<file path="config.mk">
export PLATFORM = sky130hd
export DESIGN_NAME = rr_arb4
export DESIGN_NICKNAME = d
export VERILOG_FILES = /design/src/rtl/rr_arb4.sv
export SDC_FILE = /design/constraint.sdc
export NUM_CORES = 1
export LEC_CHECK = 0
export CORE_AREA = 2 2 41 71
export CTS_CLUSTER_DIAMETER = 60
export DETAILED_ROUTE_END_ITERATION = 7
export DIE_AREA = 0 0 43 73
export HOLD_SLACK_MARGIN = 0.15
export PLACE_DENSITY = 0.7
export REMOVE_ABC_BUFFERS = 1
export SYNTH_ARGS = -nofsm -noshare
export SYNTH_HDL_FRONTEND = slang
export SYNTH_SLANG_ARGS = --single-unit
export TNS_END_PERCENT = 100
</file>
<file path="constraint.sdc">
create_clock -name clk -period 2.25 [get_ports clk]
set_clock_uncertainty 0.1 [all_clocks]
set_input_delay 0.5625 -clock clk [delete_from_list [all_inputs] [get_ports clk]]
set_output_delay 0.5625 -clock clk [all_outputs]
set_load 0.02 [all_outputs]
</file>
<file path="src/rtl/rr_arb4.sv">
// rr_arb4 - four-requester round-robin arbiter for one shared resource.
//
// The arbiter keeps a registered 2-bit winner index and a one-hot grant
// decoded from it (00->0001, 01->0010, 10->0100, 11->1000). A grant is held
// until the owner raises done, drops its request, or has held the resource
// for HOLD_MAX cycles. On release the next owner is chosen on the same edge,
// so there are no idle cycles between back-to-back owners.
//
// Parameters
//   HOLD_MAX   maximum grant length in cycles, 0 = unlimited (0..255)
// Ports
//   clk        system clock, rising edge
//   rst        asynchronous active-high reset
//   req[3:0]   level-sensitive request vector, bit i = requester i
//   done       current owner finished (ignored while no grant is active)
//   gnt[3:0]   registered one-hot grant, 0000 when no grant
//   gnt_code   registered index of the current owner, holds when idle
//   gnt_valid  a grant is active
//   preempt    one-cycle pulse after a release caused only by timeout
module rr_arb4 #(
  parameter int unsigned HOLD_MAX = 16
) (
  input  logic       clk,
  input  logic       rst,
  input  logic [3:0] req,
  input  logic       done,
  output logic [3:0] gnt,
  output logic [1:0] gnt_code,
  output logic       gnt_valid,
  output logic       preempt
);

  typedef enum logic {
    ST_IDLE  = 1'b0,
    ST_GRANT = 1'b1
  } state_t;

  // With HOLD_MAX = 0 the compare value is meaningless; HOLD_EN masks it.
  localparam logic       HOLD_EN   = (HOLD_MAX != 32'd0);
  localparam logic [7:0] HOLD_LAST = 8'(HOLD_MAX - 32'd1);

  state_t     state_q;
  logic [1:0] last_q;
  logic [7:0] hold_cnt_q;

  logic [1:0] base_s;
  logic [7:0] dbl_s;
  logic [3:0] rot_s;
  logic       found_s;
  logic [1:0] offs_s;
  logic [1:0] win_s;
  logic       owner_req_s;
  logic       timeout_s;
  logic       release_s;

  // 2-to-4 decode of a winner index into the one-hot grant.
  function automatic logic [3:0] dec2to4(input logic [1:0] code);
    logic [3:0] onehot;
    case (code)
      2'b00:   onehot = 4'b0001;
      2'b01:   onehot = 4'b0010;
      2'b10:   onehot = 4'b0100;
      2'b11:   onehot = 4'b1000;
      default: onehot = 4'b0000;
    endcase
    return onehot;
  endfunction

  // Rotating priority search and release detection.
  always_comb begin
    // While granting, the search starts after the current owner (which
    // becomes last on release); while idle it starts after last.
    if (state_q == ST_GRANT) begin
      base_s = gnt_code;
    end else begin
      base_s = last_q;
    end

    // Rotate req so bit k holds requester (base+1+k) mod 4. The base itself
    // lands in bit 3, i.e. it is eligible only after everyone else. An owner
    // released because its own req fell is naturally not eligible.
    dbl_s = {req, req} >> ({1'b0, base_s} + 3'd1);
    rot_s = dbl_s[3:0];

    if (rot_s[0]) begin
      found_s = 1'b1;
      offs_s  = 2'd0;
    end else if (rot_s[1]) begin
      found_s = 1'b1;
      offs_s  = 2'd1;
    end else if (rot_s[2]) begin
      found_s = 1'b1;
      offs_s  = 2'd2;
    end else if (rot_s[3]) begin
      found_s = 1'b1;
      offs_s  = 2'd3;
    end else begin
      found_s = 1'b0;
      offs_s  = 2'd0;
    end

    // 2-bit addition wraps mod 4.
    win_s = base_s + offs_s + 2'd1;

    owner_req_s = req[gnt_code];
    timeout_s   = HOLD_EN && (hold_cnt_q == HOLD_LAST);
    release_s   = done || !owner_req_s || timeout_s;
  end

  // Arbiter FSM with registered grant outputs.
  always_ff @(posedge clk or posedge rst) begin
    if (rst) begin
      state_q    <= ST_IDLE;
      last_q     <= 2'b11;
      hold_cnt_q <= 8'd0;
      gnt        <= 4'b0000;
      gnt_code   <= 2'b00;
      gnt_valid  <= 1'b0;
      preempt    <= 1'b0;
    end else begin
      preempt <= 1'b0;
      case (state_q)
        ST_IDLE: begin
          hold_cnt_q <= 8'd0;
          if (found_s) begin
            state_q   <= ST_GRANT;
            gnt_code  <= win_s;
            gnt       <= dec2to4(win_s);
            gnt_valid <= 1'b1;
          end
        end
        ST_GRANT: begin
          if (release_s) begin
            last_q     <= gnt_code;
            hold_cnt_q <= 8'd0;
            // done wins over a coinciding timeout.
            preempt    <= timeout_s && !done && owner_req_s;
            if (found_s) begin
              gnt_code <= win_s;
              gnt      <= dec2to4(win_s);
            end else begin
              state_q   <= ST_IDLE;
              gnt       <= 4'b0000;
              gnt_valid <= 1'b0;
            end
          end else begin
            hold_cnt_q <= hold_cnt_q + 8'd1;
          end
        end
        default: begin
          state_q    <= ST_IDLE;
          hold_cnt_q <= 8'd0;
          gnt        <= 4'b0000;
          gnt_valid  <= 1'b0;
        end
      endcase
    end
  end

endmodule

</file>
; After elaboration in Yosys (flattened, before gate mapping)
; Index checks and enable logic that the tools add are counted.
[word_totals]
ff_bits = 19
input_bits = 7
output_inout_bits = 8
word_cells = 61
[classes]
addsub = 4
n_lt_le_gt_ge = 1
n_eq_ne = 7
shifts = 1
muxes = 30
n_bitwise = 1
reduce_logical = 10
[op_table]
columns = operator, count
row1 = $pmux 4 s4, 1
row2 = $pmux 8 s2, 1
row3 = $mux 2, 7
row4 = $mux 1, 12
row5 = $mux 4, 3
row6 = $add 8x1->8 const B, 1
row7 = $eq 8x4->1 const B, 1
row8 = $mux 8, 1
row9 = $pmux 4 s2, 1
row10 = $shr 8x3->4, 1
row11 = $eq 2x2->1 const B, 2
row12 = $ne 2x2->1 const B, 2
row13 = $pmux 1 s2, 2
row14 = $pmux 2 s2, 1
row15 = $reduce_and 2->1, 2
row16 = $add 2x1->3 const B, 1
row17 = $lt 2x3->1 const B, 1
row18 = $reduce_and 3->1, 1
row19 = $add 2x1->2 const B, 1
row20 = $add 2x2->2, 1
row21 = $bmux 1 s2, 1
row22 = $eq 2x1->1 const B, 1
row23 = $logic_and 1x1->1, 2
row24 = $logic_not 1->1, 2
row25 = other kinds (4), 5

; Logic depth before layout (Yosys ltp)
[depth]
word_depth = 14
depth_mapped = 11

; Worst setup path after synthesis
; No wires, ideal clock.
[synth_timing]
path_type = flip-flop to flip-flop
start = register gnt_code[1]
end = register gnt[1]
setup_time_ps = 69
arrival_time_ps = 2228
required_ps = 2081
path_slack_ps = -147
stages_incl_launch_ff = 11
path_buffers = 0
period_less_slack_ps = 2397
path_cell_list = dfrtp_1 mux2i_1 nand2_1 a21oi_1 o21ai_0 o21ai_0 ha_1 xnor2_1 a2111oi_1 o21ai_0 nand3_1
[synth_via]
elab_chain_len = 14
elab_cells_between_ends = 30
cone_classes = 3 x add/sub / 5 x eq/ne / 1 x shift / 16 x mux / 5 x reduce/logical
[synth_rtl]
columns = element, line_no
row1 = from (decl), 28  ; output logic [1:0] gnt_code,
row2 = from (signal assigned), 127  ; gnt_code <= win_s;
row3 = from (signal assigned), 139  ; gnt_code <= win_s;
row4 = $mux 2, 73  ; if (state_q == ST_GRANT) begin
row5 = $add 2x1->3, 82  ; dbl_s = {req, req} >> ({1'b0, base_s} + 3'd1);
row6 = $shr 8x3->4, 82
row7 = $mux 2, 94  ; end else if (rot_s[3]) begin
row8 = $mux 2, 91  ; end else if (rot_s[2]) begin
row9 = $mux 2, 88  ; end else if (rot_s[1]) begin
row10 = $mux 2, 85  ; if (rot_s[0]) begin
row11 = $add 2x2->2, 103  ; win_s = base_s + offs_s + 2'd1;
row12 = $add 2x1->2, 103
row13 = "$eq 2x2->1, or another cell as far along", 59  ; case (code)
row14 = $pmux 4 s4, 59
row15 = $mux 4, 138  ; if (found_s) begin
row16 = $mux 4, 133  ; if (release_s) begin
row17 = $pmux 4 s2, 122  ; case (state_q)
row18 = to (signal assigned), 128  ; gnt <= dec2to4(win_s);
row19 = to (signal assigned), 140  ; gnt <= dec2to4(win_s);
row20 = to (decl), 27  ; output logic [3:0] gnt,
; Parallel ways exist; a longest one is shown, timed or not. The select of a mux whose other input is x is not followed.
; A chain may end at the register's enable or synchronous reset.

; Final worst setup path
[layout_timing]
start = register state_q
end = register gnt_code[1]
[layout_via]
elab_chain_len = 12
elab_cells_between_ends = 18
cone_classes = 3 x add/sub / 1 x eq/ne / 1 x shift / 12 x mux / 1 x bitwise
[layout_rtl]
columns = element, line_no
row1 = from (decl), 42  ; state_t state_q;
row2 = from (signal assigned), 113  ; state_q <= ST_IDLE;
row3 = from (signal assigned), 126  ; state_q <= ST_GRANT;
row4 = from (signal assigned), 142  ; state_q <= ST_IDLE;
row5 = $mux 2, 73
row6 = $add 2x1->3, 82
row7 = $shr 8x3->4, 82
row8 = $mux 2, 94
row9 = $mux 2, 91
row10 = $mux 2, 88
row11 = $mux 2, 85
row12 = $add 2x2->2, 103
row13 = $add 2x1->2, 103
row14 = $mux 2, "125, 138"
row15 = $mux 2, 133
row16 = $pmux 2 s2, 122
; Parallel ways exist; a longest one is shown, timed or not. The select of a mux whose other input is x is not followed.

==> flow_metrics.env <==
export IMPL_seq_area_frac_synth=0.399
export IMPL_synth_top_area_share=0.355
export IMPL_wl_met1_mm=1.08
export IMPL_dp_hpwl_mm=2.36
export IMPL_grt_pass1_vias=1206
export IMPL_area_growth_syn_to_layout_pct=43.0
export IMPL_finalSetupViolCount=1
export IMPL_drv_cap=0
export IMPL_outcome="finished, violations left"
export IMPL_p_int_mw=1.32
export IMPL_syn_inst=130
export IMPL_place_gp_congestion=0.852
export IMPL_comb_power_share=0.665
export IMPL_regArea_um2=479
export IMPL_clock_sinks=19
export IMPL_multi_input_area_um2=792
export IMPL_synth_ff_type="dfrtp_1"
export IMPL_fin_ws_ns=-0.0301
export IMPL_gr_total_overflow=0
export IMPL_insertion_delay_ns=0.26
export IMPL_async_flop_share=1.00
export IMPL_track_usage=0.224
export IMPL_switchingPower_uw=859
export IMPL_hold_viol=0
export IMPL_wl_per_cell_um=16.0
export IMPL_die_w_um=43
export IMPL_crit_arrival_ns=2.36
export IMPL_ios=15
export IMPL_grt_first_pass_wirelength_mm=5.19
export IMPL_ir_drop_mv=0.736
export IMPL_clockBufferDepth=2
export IMPL_vias=1153
export IMPL_ys_ff_latch=19
export IMPL_dieHeight_um=73
export IMPL_critPathMaxFanout=4
export IMPL_p_per_area_nw_per_um2=1270
export IMPL_io_buffers=14
export IMPL_worst_pin_slew_ns=0.549
export IMPL_row_count=25
export IMPL_drtIter0Drc=29
export IMPL_synth_common_cells="17 x dfrtp_1, 13 x nand2_1, 12 x nor2_1"
export IMPL_post_route_period_util=1.01
export IMPL_final_max_slew_viol_count=0
export IMPL_syn_area_per_cell_um2=9.22
export IMPL_syn_area_um2=1200
export IMPL_ys_warnings_count=0
export IMPL_utilization=0.652
export IMPL_diodes=0
export IMPL_cts_tree="done"
export IMPL_antenna_found_initial=0
export IMPL_crit_required_ns=2.33
export IMPL_power_share_sequential=0.227
export IMPL_routed_wl_mm=3.16
export IMPL_nets=180
export IMPL_antenna_left=0
export IMPL_drive_gt1_frac=0.341
export IMPL_clkPwrFrac=0.108
export IMPL_cts_made_buffers=3
export IMPL_detail_route_vias_per_cell=5.85
export IMPL_met3_length_um=64
export IMPL_fill_cells=219
export IMPL_cts_max_level=1
export IMPL_dieArea_um2=3140
export IMPL_grt_max_degree=20
export IMPL_swShare=0.395
export IMPL_max_freq_mhz=439
export IMPL_critical_path_class="reg -> reg"
export IMPL_initial_core_util=0.456
export IMPL_start_kind="flop"
export IMPL_top_layer_used="met4"
export IMPL_violations="setup timing"
export IMPL_min_period_ns=2.28
export IMPL_clk_pin_slew_ns=0.07
export IMPL_crit_path_end_kind="flop"
export IMPL_synth_most_common_cell="dfrtp_1"
export IMPL_yosysUniqueCellTypes=36
export IMPL_dr_pass1_iters=4
export IMPL_max_slew_margin=0.633
export IMPL_route_detailed_drc=0
export IMPL_rsz0062_at_grt="true"
export IMPL_core_area_um2=2630
export IMPL_yosys_area_top_type="dfrtp_1"
export IMPL_synth_edf_count=0
export IMPL_min_path_type="reg -> reg"
export IMPL_dr_wl_met2_mm=1.89
export IMPL_power_leakage_nw=0.717
export IMPL_dp_worst_setup_slack_ns=-0.629
export IMPL_yosys_top_cells_area="dfrtp_1 35%, o21ai_0 4.6%, dfstp_2 4.4%, nand2_1 4.1%, buf_6 3.8%"
export IMPL_cts_root_buf="clkbuf_8"
## final timing paths
check	from	to	slack, ns	depth (start not counted)
setup / recovery	state_q	gnt_code[1]	-0.03	10
hold / removal	hold_cnt_q[0]	hold_cnt_q[0]	0.35	1
setup reg to reg	state_q	gnt_code[1]	-0.03	10
hold reg to reg	hold_cnt_q[0]	hold_cnt_q[0]	0.35	1
max in group asynchronous	rst	last_q[0]	1.26	3
min in group asynchronous	rst	gnt[0]	0.52	3
## kinds of logic after synthesis
kind of cell               Yosys count  share of synthesized area
AOI/OAI and AO/OA                   31                      0.174
DFF                                 19                      0.399
and+or+nand+nor                     53                      0.221
buffers and inverters               11                     0.0595
xor gates and xnor gates             7                     0.0511
adders and majority gates            2                     0.0209
muxes                                7                     0.0741
## power groups by stage
stage               sequential [mW]  clock (mW)  combinational (mW)
floorplan                     0.553           0               0.494
global placement              0.497           0                1.01
detailed placement            0.502           0                1.03
CTS                           0.497       0.242                1.27
global route                  0.509       0.250                1.54
finish                        0.494       0.235                1.44
## final cells by class
class                   count  area share
repair buffers             42       0.201
multi-input cells         100       0.462
well taps                  27      0.0197
inverters                   5      0.0109
flip-flops and latches     19       0.280
clock buffers               4      0.0263
## layout by cell type, fill, tap and decap left out, types with 2 or more instances in the layout
cell             instances
nand2_2                  2
clkdlybuf4s50_1         10
xor2_1                   2
o211ai_1                 4
inv_1                    4
nor2_1                  12
dfstp_2                  2
dlygate4sd2_1            3
nand4b_1                 2
and3_1                   2
a211oi_4                 2
buf_4                   27
nor4_1                   2
nor2b_1                  2
o21ai_0                  5
a2111oi_4                2
nor3_1                   4
nand3b_1                 2
clkbuf_8                 3
nand3_1                  7
xnor2_1                  3
a21oi_1                  4
dfrtp_1                 16
mux2_2                   3
or3_1                    2
nand2_1                 11
o21ai_1                  5
nand2b_1                 2
## worst max-delay path, stage by stage (launching register included)
cell	delay (ns)
dfrtp_2	0.44
mux2_4	0.33
nand2_2	0.07
a22oi_2	0.05
o21ai_1	0.16
o21ai_2	0.08
ha_4	0.19
xnor2_4	0.16
buf_6	0.13
or3_1	0.30
a31oi_1	0.17
## per-stage QoR
| stage | std cells | total power [mW] | hold slack, ns | instance area, um^2 | setup TNS, ns |
|---|---|---|---|---|---|
| finish | 197 | 2.17 | 0.354 | 1710 | -0.0301 |
| global route | 197 | 2.30 | 0.381 | 1710 | -0.372 |
| CTS | 195 | 2.01 | 0.359 | 1660 | -0.0292 |
| detailed placement | 191 | 1.53 | 0.350 | 1520 | -4.54 |
| global placement | 191 | 1.50 | 0.342 | 1520 | -3.69 |
| floorplan | 124 | 1.05 | 0.325 | 1150 | -0.325 |
## registers in the layout (all words and copies together) (netlist names)
signal,flops
gnt,4
gnt_code,2
gnt_valid,1
hold_cnt_q,8
last_q,2
preempt,1
state_q,1
## timing repair
action | in CTS | in global routing
hold buffers | 0 | 0
setup endpoints to repair | 6 | 6
resized for setup | 29 | 10
pin swaps | 4 | 5
buffers inserted | 0 | 2
## routing by layer
metal | up-vias | GRT usage
met1 | 570 | 0.191
met4 | 0 | 0.165
met3 | 10 | 0.0347
met5 | - | 0
met2 | 26 | 0.439
li1 | 547 | -
(Power assumes the default switching activity.)
